--- src/rtl/pipelined_core_param.sv ---
// Parametrised 4-stage (IF/ID/EX/WB) core with loadable instruction memory,
// selectable forwarding or stall interlock, run/halt control and debug ports.
module pipelined_core_param #(
    parameter int unsigned  DATA_W     = 8,
    parameter int unsigned  IMEM_DEPTH = 16,
    parameter bit           FWD_EN     = 1'b1,
    localparam int unsigned PA_W       = $clog2(IMEM_DEPTH)
) (
    input  logic              clk,
    input  logic              reset,
    input  logic              prog_we,
    input  logic [PA_W-1:0]   prog_addr,
    input  logic [7:0]        prog_data,
    input  logic              run,
    input  logic [2:0]        dbg_raddr,
    output logic [DATA_W-1:0] dbg_rdata,
    output logic [PA_W:0]     pc_out,
    output logic              wb_valid,
    output logic [2:0]        wb_addr,
    output logic [DATA_W-1:0] wb_data,
    output logic [15:0]       stall_cnt,
    output logic              halted
);

    typedef enum logic [1:0] {
        OP_ADD  = 2'b00,
        OP_SUB  = 2'b01,
        OP_ADDI = 2'b10,
        OP_AND  = 2'b11
    } op_e;

    localparam int unsigned   RF_N   = 8;
    localparam logic [PA_W:0] PC_END = (PA_W+1)'(IMEM_DEPTH);

    logic [7:0]        imem [IMEM_DEPTH];
    logic [DATA_W-1:0] rf   [RF_N];
    logic [PA_W:0]     pc;

    logic              ifid_valid;
    logic [7:0]        ifid_instr;
    logic              idex_valid;
    op_e               idex_op;
    logic [2:0]        idex_rd;
    logic [2:0]        idex_rs;
    logic [DATA_W-1:0] idex_a;
    logic [DATA_W-1:0] idex_b;
    logic              exwb_valid;
    logic [2:0]        exwb_rd;
    logic [DATA_W-1:0] exwb_data;
    logic [15:0]       stall_q;
    logic              halted_q;

    op_e               id_op;
    logic [2:0]        id_rd;
    logic [2:0]        id_rs;
    logic              id_uses_rs;
    logic [DATA_W-1:0] id_imm;
    logic [DATA_W-1:0] id_a;
    logic [DATA_W-1:0] id_b;
    logic              hz_rd;
    logic              hz_rs;
    logic              stall;
    logic              fetch;
    logic [DATA_W-1:0] ex_a;
    logic [DATA_W-1:0] ex_b;
    logic [DATA_W-1:0] ex_res;

    // Decode and register read; write-through bypasses the WB write in flight
    always_comb begin
        id_op      = op_e'(ifid_instr[7:6]);
        id_rd      = ifid_instr[5:3];
        id_rs      = ifid_instr[2:0];
        id_uses_rs = (id_op != OP_ADDI);
        id_imm     = {{(DATA_W-3){ifid_instr[2]}}, ifid_instr[2:0]};
        id_a       = rf[id_rd];
        id_b       = rf[id_rs];
        if (FWD_EN && exwb_valid && (exwb_rd == id_rd)) id_a = exwb_data;
        if (FWD_EN && exwb_valid && (exwb_rd == id_rs)) id_b = exwb_data;
        if (!id_uses_rs) id_b = id_imm;
    end

    // Interlock: any source still owned by an instruction in EX or WB
    always_comb begin
        hz_rd = (idex_valid && (idex_rd == id_rd)) || (exwb_valid && (exwb_rd == id_rd));
        hz_rs = id_uses_rs &&
                ((idex_valid && (idex_rd == id_rs)) || (exwb_valid && (exwb_rd == id_rs)));
        stall = !FWD_EN && ifid_valid && (hz_rd || hz_rs);
        fetch = run && (pc < PC_END) && !stall;
    end

    // Execute with EX/WB -> EX forwarding
    always_comb begin
        ex_a = idex_a;
        ex_b = idex_b;
        if (FWD_EN && exwb_valid) begin
            if (exwb_rd == idex_rd) ex_a = exwb_data;
            if ((idex_op != OP_ADDI) && (exwb_rd == idex_rs)) ex_b = exwb_data;
        end
        ex_res = ex_a + ex_b;
        case (idex_op)
            OP_SUB:  ex_res = ex_a - ex_b;
            OP_AND:  ex_res = ex_a & ex_b;
            default: ex_res = ex_a + ex_b;
        endcase
    end

    // Instruction memory is intentionally outside reset
    always_ff @(posedge clk) begin
        if (prog_we && !run) imem[prog_addr] <= prog_data;
    end

    always_ff @(posedge clk or posedge reset) begin
        if (reset) begin
            pc         <= '0;
            ifid_valid <= 1'b0;
            ifid_instr <= '0;
            idex_valid <= 1'b0;
            idex_op    <= OP_ADD;
            idex_rd    <= '0;
            idex_rs    <= '0;
            idex_a     <= '0;
            idex_b     <= '0;
            exwb_valid <= 1'b0;
            exwb_rd    <= '0;
            exwb_data  <= '0;
            stall_q    <= '0;
            halted_q   <= 1'b0;
            for (int i = 0; i < RF_N; i++) rf[i] <= '0;
        end else begin
            if (!stall) begin
                ifid_valid <= fetch;
                if (fetch) begin
                    pc         <= pc + (PA_W+1)'(1);
                    ifid_instr <= imem[pc[PA_W-1:0]];
                end
            end
            idex_valid <= ifid_valid && !stall;
            idex_op    <= id_op;
            idex_rd    <= id_rd;
            idex_rs    <= id_rs;
            idex_a     <= id_a;
            idex_b     <= id_b;
            exwb_valid <= idex_valid;
            exwb_rd    <= idex_rd;
            exwb_data  <= ex_res;
            if (exwb_valid) rf[exwb_rd] <= exwb_data;
            if (stall && (stall_q != 16'hFFFF)) stall_q <= stall_q + 16'd1;
            // Sets on the edge that retires the last instruction
            if ((pc == PC_END) && !ifid_valid && !idex_valid) halted_q <= 1'b1;
        end
    end

    assign dbg_rdata = rf[dbg_raddr];
    assign pc_out    = pc;
    assign wb_valid  = exwb_valid;
    assign wb_addr   = exwb_rd;
    assign wb_data   = exwb_data;
    assign stall_cnt = stall_q;
    assign halted    = halted_q;

endmodule

--- config.mk ---
export PLATFORM = sky130hd
export DESIGN_NAME = pipelined_core_param
export DESIGN_NICKNAME = d
export VERILOG_FILES = /design/src/rtl/pipelined_core_param.sv
export SDC_FILE = /design/constraint.sdc
export NUM_CORES = 1
export LEC_CHECK = 0
export ABC_AREA = 1
export BUFFER_PORTS_ARGS = -buffer_cell sky130_fd_sc_hd__buf_2
export CAP_MARGIN = 15
export CORE_UTILIZATION = 34
export CTS_CLUSTER_SIZE = 25
export DETAILED_ROUTE_END_ITERATION = 8
export GPL_TIMING_DRIVEN = 0
export PLACE_DENSITY = 0.5
export SYNTH_ARGS = -nofsm -noshare
export SYNTH_HDL_FRONTEND = slang
export SYNTH_SLANG_ARGS = --single-unit
--- constraint.sdc ---
create_clock -name clk -period 3 [get_ports clk]
set_input_delay 0.15 -clock clk [delete_from_list [all_inputs] [get_ports clk]]
set_output_delay 0.15 -clock clk [all_outputs]
set_load 0.005 [all_outputs]
==> results of run 1 <==
-- sequential cells by signal (all words and copies together), names as in the netlist --
register / cells
rf: 64
idex_valid: 1
idex_op: 2
wb_valid: 1
wb_data: 8
idex_b: 8
imem: 128
halted: 1
ifid_valid: 1
idex_rs: 3
pc_out: 5
idex_rd: 3
idex_a: 8
wb_addr: 3
ifid_instr: 8
-- metal layers --
metal	up-vias	routed length [um]	global-route usage
met1	4822	16900	0.291
li1	4667	-	-
met5	-	0	0
met3	87	2310	0.0292
met2	352	18200	0.365
met4	0	1220	0.0692
-- worst reg2reg max path: stages (launching register included) --
cell and delay (ns):
dfrtp_1 0.36, buf_6 0.13, inv_4 0.03, nand2_2 0.06
nand2_2 0.06, nor2_4 0.20, nand2_4 0.10, buf_8 0.15
nand2_8 0.08, nand2_8 0.06, nor2_4 0.11, a21oi_2 0.07
xor2_1 0.16, ha_1 0.32, nand2_1 0.09, nor2_1 0.04
a211oi_1 0.20, nand2_1 0.14, a21oi_2 0.17, nand3_1 0.08
nand3_1 0.08, nand2_1 0.05
-- final cells by class --
class | instances | area, sq um
multi-input combinational | 870 | 4440
buffer | 87 | 408
clock buffer | 41 | 791
clock inverter | 13 | 98.8
sequential | 244 | 6750
tap | 448 | 561
inverter | 96 | 374
fill | 3388 | 20000
timing repair buffer | 73 | 493
-- cells in the final DEF, fill, tap and decap left out, types with 3 or more instances in the layout --
| cell type | instances |
|---|---|
| o21ai_0 | 256 |
| nand2_1 | 180 |
| nor2_1 | 142 |
| edfxtp_1 | 128 |
| dfrtp_1 | 114 |
| inv_1 | 86 |
| clkbuf_1 | 75 |
| a21oi_1 | 71 |
| buf_2 | 44 |
| nand3_1 | 40 |
| buf_4 | 37 |
| o211ai_1 | 30 |
| o22ai_1 | 29 |
| clkbuf_16 | 29 |
| nand2_2 | 21 |
| conb_1 | 16 |
| a31oi_1 | 12 |
| xor2_1 | 12 |
| ha_1 | 9 |
| clkinv_1 | 8 |
| clkinv_2 | 6 |
| dlygate4sd3_1 | 6 |
| a41oi_1 | 5 |
| o21bai_1 | 5 |
| o21ai_1 | 4 |
| o311ai_0 | 4 |
| a21oi_2 | 3 |
| clkinvlp_4 | 3 |
| inv_2 | 3 |
| buf_12 | 3 |
-- how the worst max path moves through the flow --
stage | depth (start not counted) | slack [ns] | startpoint | to
2_1_floorplan | 19 | 0.26 | wb_addr[0] | wb_data[7]
3_3_place_gp | 16 | -0.29 | wb_addr[1] | wb_data[7]
3_5_place_dp | 16 | -0.29 | wb_addr[1] | wb_data[7]
4_1_cts | 19 | -0.05 | wb_addr[2] | wb_data[6]
5_1_grt | 20 | -0.12 | wb_addr[0] | wb_data[7]
6_report | 21 | 0.15 | wb_addr[0] | wb_data[7]
-- what timing repair did --
| action | 4_1_cts | 5_1_grt |
|---|---|---|
| pin swaps | 3 | 26 |
| hold buffers | 6 | 0 |
| gates resized for setup | 10 | 24 |
| endpoints found under the setup margin | 4 | 4 |
| hold endpoints to repair | 196 | 0 |
| buffers inserted | 4 | 17 |
-- kinds of logic (layout without fill, tap and decap cells) --
family	after synthesis	after routing	share of synthesized area
AO/OA/AOI/OAI	429	429	0.199
XOR/XNOR	15	15	0.0111
AND/OR/NAND/NOR	400	400	0.142
flip-flops	244	244	0.571
adder cells (fa/ha/maj)	10	10	0.0112
other	1	16	0.000317
buffers and inverters	184	310	0.0652
-- report_power, final --
group / internal [mW] / total (mW) / leakage (nW) / switching, mW
clock: 1.92 / 3.32 / 0.439 / 1.40
sequential: 3.56 / 3.56 / 2.72 / 0.00417
combinational: 0.0655 / 0.211 / 2.46 / 0.145
-- stage by stage --
step	worst slack (ns)	cells	util
2_1_floorplan	0.257	1298	-
3_3_place_gp	-0.290	1789	0.374
3_5_place_dp	-0.290	1792	0.375
4_1_cts	-0.0458	1856	0.405
5_1_grt	-0.116	1872	0.411
6_report	0.146	1872	0.411
==> impl_results.md, run 1 <==
- CP endpoint kind: flip-flop
- Vias in the first global route: 9,689
- Final antenna-violating net count: 0
- Final setup TNS: 0 ns
- Kind of cell adding the most delay to the critical path: simple AND/OR/NAND/NOR gates
- Clk buf depth: 3
- CTS buffer count: 29
- Mapped Cells: 1,283
- Global route total overflow: 0
- Total wire length: 38.6 mm
- Worst r2r src: wb_addr[0]
- Slowest stage delay, CP: 0.36 ns
- Largest area contributor in the netlist: edfxtp_1
- Area Growth Syn to Fin: 17.8%
- I/O Pins: 61
- Die Y: 188 um
- Syn_area_per_cell: 9.21 sq um
- Die width: 188 um
- CTS sink count: 244
- Worst Hold Slack: 0.0318 ns
- Final setup fails: 0
- Critical path arrival: 3.32 ns
- Status: finished clean
- DR WL/cell: 20.6 um
- Hold Crit Start: prog_data[5]
- Post-synth top cells: o21ai_0 (259), nand2_1 (191), nor2_1 (143)
- Most instantiated library cell after synthesis: o21ai_0
- DIE AREA: 35,500 sq um
- Worst Hold Path Cells: 1
- Crit-path most repeated cell: nand2_1
- Worst-skew pair later-pin latency: 0.57 ns
- Reg2reg setup slack: 0.15 ns
- Sequential element share of the synthesized area: 0.571
- Clock slew at reported path FFs: 0.06 ns
- Largest net degree at the start of global routing: 40
- Slowest CP cell: dfrtp_1
- Iter 0 DRT Violations: 771
- RSZ-0062 raised after global routing: true
- Worst-path fanout max: 7
- YS warnings: 0
- Power Dens Cells: 509 nW/um^2
- Worst setup SP type: flip-flop
- Final count of pins violating max slew: 0
- First-pass GRT wire length: 58.5 mm
- Cell chain of the critical path: buf_6, inv_4, nand2_2, nand2_2, nor2_4, nand2_4, buf_8, nand2_8, nand2_8, nor2_4, a21oi_2, xor2_1, ha_1, nand2_1, nor2_1, a211oi_1, nand2_1, a21oi_2, nand3_1, nand3_1, nand2_1
- Endpoints failing hold: 0
- Achievable clock frequency: 350 MHz
- Initial core utilization: 0.349
- Layout cells sized above 1: 0.124
- Worst hold-check path type: in -> reg
- H-tree levels: 1
- Tightest Pin Transition: 1.09 ns
- Placer Congestion: 0.983
- Detailed Place HPWL: 27.4 mm
- I/O Buffers: 43
- Required time worst endpoint: 3.46 ns
- Max Cap Viol: 0
- CTS tree: built
- Drt via density: 5.30
- Ys flop type: edfxtp_1
- Cell Rows: 67
- Clock Skews: 0.00761 ns
- Nets: 1,430
- DP Area: 12,700 sq um
- Top cells by area, synth: edfxtp_1 (33%), dfrtp_1 (25%), o21ai_0 (11%)
- Setup CP Type: reg -> reg
- Overall Power: 7.09 mW
- Crit path time final: 2.85 ns
- #FFs+latches synth: 244
- Vias: 9,928
- Fraction of registers with async set/reset: 0.475
- Clk Tree Root Cell: clkbuf_16
- Hold endpoint: imem[14][5]
- R2R Path End: wb_data[7]
- Peak supply drop: 0.000403 V
- Post-route cell area: 13,900 sq um
- Mapped Area: 11,800 sq um
- Tcrit/Tclk final: 0.951
- Core Region: 33,900 sq um
- Yosys top cell area share: 0.325
- Post-synth cell types: 42
- Bufs and invs on worst path: 3
- EDFF count, synth: 128
- Initial antenna violation count: 0
- DRC viols: 0
- Leakage: 5.61 nW
- FF-to-FF path depth: 21
- ANT cells: 0
- Slew HR: 0.273
- Total track usage: 0.218
- First-pass DRT Iterations: 5
(Power assumes the default switching activity.)
==> inputs of run 2 (changes only) <==
Settings changed: CELL_PAD_IN_SITES_DETAIL_PLACEMENT from default to 0, CELL_PAD_IN_SITES_GLOBAL_PLACEMENT from default to 1, PLACE_DENSITY 0.5 to 0.59.
Clock period 3 ns to 3.3 ns, I/O delays scaled along.
==> run 2 against run 1 <==
Against the previous run: register-to-register slack improved by 0.13 ns; flip-flop and latch count did not move; total power fell by 8.4%; critical path type unchanged; largest power group unchanged.
==> impl_results.md, run 2 (synthesis gave the netlist of run 1 again) <==
- Commonest non-fill, non-tap cell in the layout: o21ai_0
- Cell Rows: 67
- Placer Congestion: 0.846
- Vias: 9,665
- Met1 usage: 0.287
- Final Util: 0.404
- Crit-path most repeated cell: nand2_1
- Worst Hold Slack: 0.0327 ns
- I/O Buffers: 43
- Total wire length: 38.6 mm
- Slowest stage delay, CP: 0.36 ns
- FILL cells: 3,448
- Clock Skews: 0.0101 ns
- DR WL/cell: 20.9 um
- Endpoints failing hold: 0
- Global route total overflow: 0
- Tightest Pin Transition: 0.927 ns
- Max Cap Viol: 0
- Detailed Place HPWL: 27.7 mm
- Critical path arrival: 3.46 ns
- Crit path time final: 3.03 ns
- Largest net degree at the start of global routing: 60
- Gr busiest metal: met2
- Kind of cell adding the most delay to the critical path: simple AND/OR/NAND/NOR gates
- Final antenna-violating net count: 0
- Clock slew at reported path FFs: 0.06 ns
- First-pass DRT Iterations: 5
- Biggest regs: imem: 128 flops, rf: 64 flops
- Max reg flops: 128
- Worst hold-check path type: in -> reg
- Most frequent cells in the layout: o21ai_0 (258), nand2_1 (188), nor2_1 (143), edfxtp_1 (128), dfrtp_1 (115)
- CTS sink count: 244
- Worst-skew pair later-pin latency: 0.54 ns
- First-pass GRT wire length: 59.3 mm
- Cell chain of the critical path: buf_6, inv_2, nand2_1, nand2_1, nor2_8, nand2_4, buf_6, nand2_4, nand2_4, nor2_4, a21oi_1, xor2_1, ha_1, nand2_1, nor2_1, a211oi_2, nand2_1, a21oi_2, nand3_1, nand3_1, nand2_1
- Die Y: 188 um
- Biggest register: imem
- Layout cells sized above 1: 0.107
- CTS tree: built
- Drt via density: 5.23
- Footprint of the multi-input gates: 4390 sq um
- DP Area: 12,700 sq um
- Vias in the first global route: 9,734
- Flip-flop and latch area: 6750 sq um
- Slowest CP cell: dfrtp_1
- Final setup fails: 0
- Clk Tree Root Cell: clkbuf_16
- Iter 0 DRT Violations: 771
- Worst setup SP type: flip-flop
- Total track usage: 0.220
- I/O Pins: 61
- DRC viols: 0
- Power Dens Cells: 475 nW/um^2
- Tcrit/Tclk final: 0.917
- Core Region: 33,900 sq um
- Slew HR: 0.380
- Setup CP Type: reg -> reg
- Final setup TNS: 0 ns
- Area Growth Syn to Fin: 15.8%
- H-tree levels: 1
- Leakage: 5.53 nW
- Peak supply drop: 0.000283 V
- Final count of pins violating max slew: 0
- Met2 Usage GRT: 0.383
- Post-route cell area: 13,700 sq um
- ANT cells: 0
- Met3 GRT Util: 0.0250
- CTS buffer count: 28
- Die width: 188 um
- Bufs and invs on worst path: 3
- Nets: 1,409
- DIE AREA: 35,500 sq um
- Initial core utilization: 0.349
- CP endpoint kind: flip-flop
- Status: finished clean
- Clk buf depth: 3
- Achievable clock frequency: 331 MHz
- Required time worst endpoint: 3.73 ns
- Worst-path fanout max: 10
- Initial antenna violation count: 0
run 2: layout make-up:
| cell class | instances | share of cell area |
|---|---|---|
| clock inverters | 12 | 0.00832 |
| inverters | 96 | 0.0267 |
| multi-input cells | 870 | 0.321 |
| flip-flops and latches | 244 | 0.493 |
| repair buffers | 52 | 0.0223 |
| plain buffers | 88 | 0.0301 |
| well taps | 448 | 0.0410 |
| clock buffers | 39 | 0.0580 |
run 2: final timing paths:
path                                    from           to  slack [ns]  cells past startpoint
worst max-delay path              wb_addr[2]   wb_data[7]        0.27                     21
min in group asynchronous              reset       rf[53]        0.23                      3
max in group asynchronous              reset   wb_addr[1]        2.33                      4
worst min register to register    idex_rd[0]   wb_addr[0]        0.37                      0
worst min-delay path            prog_data[2]  imem[12][2]        0.03                      1
worst max register to register    wb_addr[2]   wb_data[7]        0.27                     21
run 2: through the flow:
step	setup WS (ns)	power [mW]	cells
global route	-0.0434	6.69	1849
detailed placement	-0.239	3.48	1790
CTS	0.0504	6.57	1842
finish	0.275	6.50	1849
global placement	-1.63	3.48	1789
floorplan	0.0626	3.39	1298
run 2: where the power goes:
part | switching (mW) | leakage [nW] | internal (mW)
combinational | 0.133 | 2.37 | 0.0520
clock | 1.25 | 0.448 | 1.83
sequential | 0.00394 | 2.72 | 3.23
run 2: metal layers:
layer  vias up  share of wire
met5         -              0
met4         0          0.024
met2       283           0.49
met3        60          0.050
met1      4699           0.43
li1       4623              -
run 2: worst reg2reg max path: stages, from the launching register on:
cell,delay (ns)
dfrtp_1,0.36
buf_6,0.14
inv_2,0.07
nand2_1,0.06
nand2_1,0.12
nor2_8,0.22
nand2_4,0.08
buf_6,0.15
nand2_4,0.09
nand2_4,0.07
nor2_4,0.13
a21oi_1,0.08
xor2_1,0.15
ha_1,0.34
nand2_1,0.09
nor2_1,0.06
a211oi_2,0.15
nand2_1,0.13
a21oi_2,0.22
nand3_1,0.10
nand3_1,0.09
nand2_1,0.05
run 2: what timing repair did:
item,4_1_cts,5_1_grt
hold endpoints to repair,57,0
endpoints found under the setup margin,2,3
hold buffers,1,0
setup buffers,0,7
pin swaps,0,7
gates resized for setup,3,10
